## src/rtl/accum_pkg.sv

```systemverilog
// -----------------------------------------------------------------------------
// accum_pkg
//
// Shared definitions for the burst accumulator:
//   - default data/sum and burst-counter widths
//   - FSM state encoding used by accum_sequencer
//   - a small helper that performs a widened add so the carry is visible
//
// Build option: ACCUM_SATURATE_EN (consumed by accum_datapath) selects
// clamp-to-all-ones accumulation instead of modulo wrap.
// -----------------------------------------------------------------------------
package accum_pkg;

  localparam int unsigned DefWordLength  = 8;
  localparam int unsigned DefCountLength = 4;

  typedef enum logic [1:0] {
    IDLE  = 2'd0,
    CLEAR = 2'd1,
    ACCUM = 2'd2,
    DONE  = 2'd3
  } state_e;

  // Widened add of two operands; the MSB of the result is the carry out.
  function automatic logic [DefWordLength:0] add_carry_default(
    input logic [DefWordLength-1:0] a,
    input logic [DefWordLength-1:0] b
  );
    return {1'b0, a} + {1'b0, b};
  endfunction

endpackage

```

## src/rtl/accum_datapath.sv

```systemverilog
// -----------------------------------------------------------------------------
// accum_datapath
//
// Adder, running accumulator, sticky overflow flag and the output registers
// that present the last completed burst.
//
// Ports:
//   clk       in   clock, all state on rising edge
//   n_rst     in   synchronous active-low reset
//   clear     in   zero the accumulator and sticky overflow flag
//   enable    in   add data_in into the accumulator (one accepted beat)
//   load      in   copy accumulator/sticky flag to sum_out/overflow
//   data_in   in   operand word
//   sum_out   out  last completed burst sum
//   overflow  out  carry-out status of the burst shown on sum_out
//
// Build option: ACCUM_SATURATE_EN -- when defined, a carry out clamps the
// accumulator to all-ones; otherwise the accumulator wraps modulo 2^Word_Length.
// Overflow reporting is the same in both builds.
// -----------------------------------------------------------------------------
module accum_datapath
  import accum_pkg::*;
#(
  parameter int unsigned Word_Length = DefWordLength
) (
  input  logic                   clk,
  input  logic                   n_rst,
  input  logic                   clear,
  input  logic                   enable,
  input  logic                   load,
  input  logic [Word_Length-1:0] data_in,
  output logic [Word_Length-1:0] sum_out,
  output logic                   overflow
);

  logic [Word_Length-1:0] acc_q, acc_d;
  logic                   sticky_q, sticky_d;
  logic [Word_Length-1:0] sum_q, sum_d;
  logic                   ovf_q, ovf_d;

  logic [Word_Length:0]   add_full;
  logic                   carry;

  assign add_full = {1'b0, acc_q} + {1'b0, data_in};
  assign carry    = add_full[Word_Length];

  always_comb begin
    acc_d    = acc_q;
    sticky_d = sticky_q;
    if (clear) begin
      acc_d    = '0;
      sticky_d = 1'b0;
    end else if (enable) begin
`ifdef ACCUM_SATURATE_EN
      // Once clamped, any further non-zero beat carries again, so the
      // accumulator stays at all-ones for the rest of the burst.
      acc_d = carry ? {Word_Length{1'b1}} : add_full[Word_Length-1:0];
`else
      acc_d = add_full[Word_Length-1:0];
`endif
      sticky_d = sticky_q | carry;
    end
  end

  always_comb begin
    sum_d = sum_q;
    ovf_d = ovf_q;
    if (load) begin
      sum_d = acc_q;
      ovf_d = sticky_q;
    end
  end

  always_ff @(posedge clk) begin
    if (!n_rst) begin
      acc_q    <= '0;
      sticky_q <= 1'b0;
      sum_q    <= '0;
      ovf_q    <= 1'b0;
    end else begin
      acc_q    <= acc_d;
      sticky_q <= sticky_d;
      sum_q    <= sum_d;
      ovf_q    <= ovf_d;
    end
  end

  assign sum_out  = sum_q;
  assign overflow = ovf_q;

endmodule

```

## src/rtl/accum_sequencer.sv

```systemverilog
// -----------------------------------------------------------------------------
// accum_sequencer
//
// Accepts a burst of burst_len operand words over a valid/ready handshake,
// sums them, and presents the result with a one-cycle sum_valid pulse.
//
// Ports:
//   clk        in   clock, all state on rising edge
//   n_rst      in   synchronous active-low reset
//   start      in   request a burst (sampled only in IDLE)
//   burst_len  in   beats in the burst (sampled with start; 0 is ignored)
//   in_valid   in   data_in qualifier
//   data_in    in   operand word
//   in_ready   out  a beat can be accepted (ACCUM only)
//   busy       out  high in every state except IDLE
//   sum_out    out  last completed burst sum, held until next completion
//   sum_valid  out  one-cycle pulse when sum_out updates
//   overflow   out  carry-out status of the burst on sum_out
//
// Build option: ACCUM_SATURATE_EN (see accum_datapath) selects saturating
// accumulation; the default build wraps.
//
// Timing: start at edge k -> in_ready high after edge k+1; last transfer at
// edge m -> sum_valid high after edge m+1, low after edge m+2.
// -----------------------------------------------------------------------------
module accum_sequencer
  import accum_pkg::*;
#(
  parameter int unsigned Word_Length  = DefWordLength,
  parameter int unsigned Count_Length = DefCountLength
) (
  input  logic                    clk,
  input  logic                    n_rst,
  input  logic                    start,
  input  logic [Count_Length-1:0] burst_len,
  input  logic                    in_valid,
  input  logic [Word_Length-1:0]  data_in,
  output logic                    in_ready,
  output logic                    busy,
  output logic [Word_Length-1:0]  sum_out,
  output logic                    sum_valid,
  output logic                    overflow
);

  state_e                  state_q;
  logic [Count_Length-1:0] count_q;
  logic [Count_Length-1:0] len_q;
  logic                    in_ready_q;
  logic                    busy_q;
  logic                    sum_valid_q;

  logic                    beat_xfer;
  logic                    dp_clear;
  logic                    dp_load;

  // in_ready_q is only ever high in ACCUM, so this is the whole transfer rule.
  assign beat_xfer = in_valid & in_ready_q;
  assign dp_clear  = (state_q == CLEAR);
  assign dp_load   = (state_q == DONE);

  always_ff @(posedge clk) begin
    if (!n_rst) begin
      state_q     <= IDLE;
      count_q     <= '0;
      len_q       <= '0;
      in_ready_q  <= 1'b0;
      busy_q      <= 1'b0;
      sum_valid_q <= 1'b0;
    end else begin
      sum_valid_q <= 1'b0;
      unique case (state_q)
        IDLE: begin
          if (start && (burst_len != '0)) begin
            len_q   <= burst_len;
            busy_q  <= 1'b1;
            state_q <= CLEAR;
          end
        end
        CLEAR: begin
          count_q    <= len_q;
          in_ready_q <= 1'b1;
          state_q    <= ACCUM;
        end
        ACCUM: begin
          if (beat_xfer) begin
            count_q <= count_q - Count_Length'(1);
            // Drop ready on the last beat so no extra beat can slip in.
            if (count_q == Count_Length'(1)) begin
              in_ready_q <= 1'b0;
              state_q    <= DONE;
            end
          end
        end
        DONE: begin
          sum_valid_q <= 1'b1;
          busy_q      <= 1'b0;
          state_q     <= IDLE;
        end
        default: begin
          in_ready_q <= 1'b0;
          busy_q     <= 1'b0;
          state_q    <= IDLE;
        end
      endcase
    end
  end

  accum_datapath #(
    .Word_Length (Word_Length)
  ) u_datapath (
    .clk      (clk),
    .n_rst    (n_rst),
    .clear    (dp_clear),
    .enable   (beat_xfer),
    .load     (dp_load),
    .data_in  (data_in),
    .sum_out  (sum_out),
    .overflow (overflow)
  );

  assign in_ready  = in_ready_q;
  assign busy      = busy_q;
  assign sum_valid = sum_valid_q;

endmodule
```

## config.mk

```make
export PLATFORM = sky130hd
export DESIGN_NAME = accum_sequencer
export DESIGN_NICKNAME = d
export VERILOG_FILES = /design/src/rtl/accum_pkg.sv /design/src/rtl/accum_datapath.sv /design/src/rtl/accum_sequencer.sv
export SDC_FILE = /design/constraint.sdc
export NUM_CORES = 1
export LEC_CHECK = 0
export CORE_MARGIN = 2
export CORE_UTILIZATION = 50
export CTS_CLUSTER_DIAMETER = 50
export CTS_CLUSTER_SIZE = 40
export DETAILED_ROUTE_END_ITERATION = 6
export PLACE_DENSITY = 0.85
export SKIP_CTS_REPAIR_TIMING = 1
export SLEW_MARGIN = 20
export SYNTH_ARGS = -nofsm -noshare
export SYNTH_HDL_FRONTEND = slang
export SYNTH_SLANG_ARGS = --single-unit
export TNS_END_PERCENT = 5
```

## constraint.sdc

```tcl
create_clock -name clk -period 5.2 [get_ports clk]
set_input_delay 1.3 -clock clk [delete_from_list [all_inputs] [get_ports clk]]
set_output_delay 1.3 -clock clk [all_outputs]
set_load 0.01 [all_outputs]
```

# Word level (Yosys, flattened, before mapping)
# Cells that the tools add are included.
dict set report totals {
  regBits 31
  inputBits 16
  output_inout_bits 12
  elab_cells 45
}
dict set report op_classes {
  n_addsub 2
  eq_ne 7
  n_mux 12
  n_bitwise 3
  n_reduce_logical 11
}
# operator count
set op_table {}
lappend op_table {{$add A8 B8 Y9} 1}
lappend op_table {{$pmux W2 S4} 1}
lappend op_table {{$pmux W4 S2} 1}
lappend op_table {{$mux W2} 3}
lappend op_table {{$ne A2 B2 Y1 const B} 3}
lappend op_table {{$reduce_and A2 Y1} 3}
lappend op_table {{$reduce_and A3 Y1} 2}
lappend op_table {{$eq A2 B2 Y1 const B} 2}
lappend op_table {{$eq A4 B1 Y1 const B} 1}
lappend op_table {{$mux W1} 4}
lappend op_table {{$mux W4} 1}
lappend op_table {{$pmux W1 S2} 2}
lappend op_table {{$reduce_bool A2 Y1} 2}
lappend op_table {{$reduce_bool A4 Y1} 1}
lappend op_table {{$sub A4 B1 Y4 const B} 1}
lappend op_table {{$eq A2 B1 Y1 const B} 1}
lappend op_table {{$logic_not A2 Y1} 1}
lappend op_table {{$reduce_or A2 Y1} 1}
lappend op_table {{$and A1 B1 Y1} 1}
lappend op_table {{$logic_and A1 B1 Y1} 1}
lappend op_table {{$not A1 Y1} 1}
lappend op_table {{$or A1 B1 Y1} 1}

# Longest topological paths before layout
dict set report depth {
  ltp_word 4
  depth_mapped 7
}

# By module
# A second synthesis with hierarchy kept.
dict set report hier_totals {
  hier_cells 184
  area_unflattened_um2 1700.4
}
# module n_inst cells_each area_per_inst_um2 seq_area_each_um2
set modules_own_cells {}
lappend modules_own_cells {accum_datapath 1 103 997.2 360.3}
lappend modules_own_cells {accum_sequencer 1 81 703.2 260.2}

# Worst setup path after synthesis
# OpenSTA, ideal clock, no wires.
dict set report synth_timing {
  path_kind {input to register}
  startpoint {input data_in[0]}
  endpoint {register u_datapath.acc_q[4]}
  setup_time_ns 0.070
  arrival_ns 2.464
  required_time_ns 5.130
  path_slack_ns 2.665
  cell_stages 7
  cell_sequence {ha_1 -> inv_1 -> fa_1 -> nor2b_1 -> o21ai_0 -> a211o_1 -> a21oi_1}
}
dict set report synth_via {
  elab_chain_len 1
}
# item line
set synth_rtl {}
lappend synth_rtl {{start: declaration} accum_sequencer.sv:37} ;# input logic [Word_Length-1:0] data_in,
lappend synth_rtl {{$add A8 B8 Y9} accum_datapath.sv:44} ;# assign add_full = {1'b0, acc_q} + {1'b0, data_in};
lappend synth_rtl {{end signal: assignment} accum_datapath.sv:76} ;# acc_q <= '0;
lappend synth_rtl {{end signal: assignment} accum_datapath.sv:81} ;# acc_q <= acc_d;
lappend synth_rtl {{end: declaration} accum_datapath.sv:36} ;# logic [Word_Length-1:0] acc_q, acc_d;
# No other way between the ends.
# A chain may end at the register's enable or synchronous reset.

# Final worst setup path
dict set report layout_timing {
  startpoint {input data_in[0]}
  endpoint {register u_datapath.sticky_q}
}
dict set report layout_via {
  elab_chain_len 2
}
# item line
set layout_rtl {}
lappend layout_rtl {{$add A8 B8 Y9} accum_datapath.sv:44}
lappend layout_rtl {{$or A1 B1 Y1} accum_datapath.sv:61} ;# sticky_d = sticky_q | carry;
lappend layout_rtl {{end signal: assignment} accum_datapath.sv:82} ;# sticky_q <= sticky_d;
lappend layout_rtl {{end: declaration} accum_datapath.sv:37} ;# logic sticky_q, sticky_d;
# No other way between the ends.

==> impl_metrics.py <==
metrics = {
    "timing": {
        "tightest_slew_ns": 0.6879,
        "tns_ns": 0,
        "holdWs_ns": 0.4634,
        "max_freq_mhz": 349.4,
        "hold_viol_final": 0,
        "slew_headroom_pct": 54.14,
        "rsz0062_at_grt": "false",
        "skew_ns": 0.005949,
        "fin_crit_ns": 2.862,
        "min_period_over_period_pct": 55.04,
        "slew_violations": 0,
        "setup_violations": 0,
    },
    "setup_path": {
        "cp-end-kind": "flop",
        "critical_path_required_ns": 5.43,
        "crit_path_start_kind": "primary input",
        "cp.arrival_ns": 3.09,
        "criticalPathCategory": "primary input to flop",
        "cp_max_fo": 4,
    },
    "synthesis": {
        "synthCells": 195,
        "synth-async-reset-ratio_pct": 0,
        "synth_ff_type": "dfxtp_1",
        "synth_area_leaders": "dfxtp_1, ha_1, a21oi_1",
        "synth_seq_cells": 31,
        "synth.distinct_cells": 41,
        "synth-edff-count": 0,
        "yosysSeqAreaShare_pct": 37.49,
        "synth_top_area_share_pct": 37.49,
        "syn_avg_cell_area_um2": 8.489,
        "synthesis.area_um2": 1655,
        "synth_top_area_cell": "dfxtp_1",
        "ys_warn_count": 0,
        "syn-num-nets": 227,
    },
    "hold_path": {
        "min_path_type": "flop to flop",
    },
    "global_route": {
        "antenna_found_initial": 0,
        "grt_pass1_vias": 1321,
        "grt_pass1_wl_um": 5899,
        "grt_max_degree": 19,
        "overflow": 0,
        "grt_usage_pct": 21.03,
    },
    "drt": {
        "first_pass_iters": 4,
        "drtIter0Drc": 65,
        "antenna_left": 0,
        "drt_wl_total_um": 3426,
        "via_per_inst": 5.429,
        "dr_total_vias": 1455,
        "drcViolationCount": 0,
        "route.detailed.wl_per_inst_um": 12.78,
    },
    "die": {
        "die_w_um": 61.54,
        "start_util_pct": 53.35,
        "core_area_um2": 3103,
        "die_h_um": 61.54,
        "num_rows": 20,
        "num_io_pins": 28,
        "dieArea_um2": 3787,
    },
    "layout": {
        "drive_gt1_share_pct": 4.464,
        "n_antenna_cell": 0,
        "mostFrequentLayoutCell": "dfxtp_1",
        "area_delta_synth_final_pct": 21.24,
        "final_cell_mix": "dfxtp_1, clkdlybuf4s50_1, nor2_1, a21oi_1, nand2_1",
        "nets": 255,
    },
    "power_and_ir_drop": {
        "seqPwrFrac_pct": 41.5,
        "combPwrFrac_pct": 40.8,
        "p_leak_nw": 0.7393,
        "p_int_mw": 0.4561,
        "ir_drop_mv": 0.1963,
        "swShare_pct": 37.85,
        "clkPwrFrac_pct": 17.7,
        "powerDensity_nw_per_um2": 365.6,
        "p_switching_mw": 0.2778,
    },
    "clock_tree": {
        "clock-root-buffer": "clkbuf_4",
        "clk_pin_slew_ns": 0.09,
        "insertion_delay_ns": 0.31,
        "cts_tree": "done",
        "htreeDepth": 2,
        "clk_path_buf_depth": 2,
        "numCtsBuffers": 5,
        "clkSinkCount": 31,
    },
    "run": {
        "drv_cap": 0,
    },
    "placed_design": {
        "io_buffers": 27,
        "dpl.hpwl_um": 2546,
        "gp_congestion": 0.8038,
    },
    "outcome": {
        "status": "completed",
    },
}
[metrics by stage]
stage / setup slack [ns] / total power [mW] / utilization (%) / std cells / cell area (µm²)
2_1_floorplan: 2.665 / 0.5267 / - / 195 / 1655
3_3_place_gp: 2.100 / 0.5957 / 63.06 / 260 / 1957
3_5_place_dp: 2.028 / 0.6085 / 63.06 / 260 / 1957
4_1_cts: 2.344 / 0.7362 / 64.68 / 268 / 2007
5_1_grt: 2.226 / 0.7987 / 64.68 / 268 / 2007
6_report: 2.338 / 0.7338 / 64.68 / 268 / 2007
[state kept, by name, indices dropped and copies added (netlist names)]
register             flops
count_q                  4
len_q                    4
sum_valid                1
state_q                  2
in_ready                 1
u_datapath.overflow      1
busy                     1
u_datapath.acc_q         8
u_datapath.sticky_q      1
u_datapath.sum_out       8
[routing by layer]
layer | vias to the layer above | global-route usage [%] | wire length [µm] | part of all wire (%)
met2 | 29 | 33.23 | 1554 | 45
met3 | 2 | 5.672 | 122 | 3.6
met1 | 676 | 28.08 | 1709 | 50
met5 | - | 0 | 0 | 0
li1 | 748 | - | - | -
met4 | 0 | 6.383 | 40 | 1.2
[cell families after synthesis]
kind of cell | count (synthesis) | synth area share (%)
DFF | 31 | 37.49
AOI/OAI and AO/OA | 54 | 21.47
adders and majority gates | 16 | 12.55
and+or+nand+nor | 67 | 18.90
muxes | 9 | 5.442
buffers and inverters | 18 | 4.156
[path summary, 6_finish.rpt]
| kind | slack (ns) | endpoint | cells after the start | from |
|---|---|---|---|---|
| hold reg to reg | 0.46 | len_q[3] | 2 | len_q[3] |
| setup reg to reg | 3.39 | u_datapath.sticky_q | 7 | u_datapath.acc_q[0] |
| hold / removal | 0.46 | len_q[3] | 2 | len_q[3] |
| setup / recovery | 2.34 | u_datapath.sticky_q | 8 | data_in[0] |
[synthesized netlist by cell type (all sizes together) (2+ instances only)]
| cell | count |
|---|---|
| a21oi | 23 |
| and2 | 2 |
| nor3 | 3 |
| nor2 | 22 |
| nor2b | 4 |
| inv | 11 |
| a211oi | 4 |
| mux2i | 9 |
| clkbuf | 4 |
| ha | 15 |
| o211ai | 2 |
| and3 | 2 |
| a21o | 3 |
| nand3 | 12 |
| nand2 | 16 |
| dfxtp | 31 |
| buf | 2 |
| o21a | 3 |
| o21ai | 7 |
[power by group through the flow]
| stage | Combinational (mW) | Clock [mW] | Sequential [mW] |
|---|---|---|---|
| finish | 0.299 | 0.130 | 0.304 |
| CTS | 0.299 | 0.132 | 0.305 |
| global route | 0.342 | 0.146 | 0.311 |
| floorplan | 0.220 | 0 | 0.307 |
| global placement | 0.287 | 0 | 0.309 |
| detailed placement | 0.298 | 0 | 0.310 |
[critical path: stages]
cell	delay [ns]
clkdlybuf4s50_1	0.46
ha_1	0.16
inv_1	0.05
fa_1	0.38
nor2b_1	0.22
o31a_1	0.23
o21ai_0	0.10
a211oi_1	0.19
[layout make-up]
class,instances,area (µm²)
Tap cell,44,55.05
Fill cell,301,1096
Inverter,12,45.04
Clock buffer,7,45.04
Timing Repair Buffer,27,270.3
Clock inverter,1,5.005
Sequential cell,31,620.6
Multi-Input combinational cell,146,965.9
(Power assumes the default switching activity.)
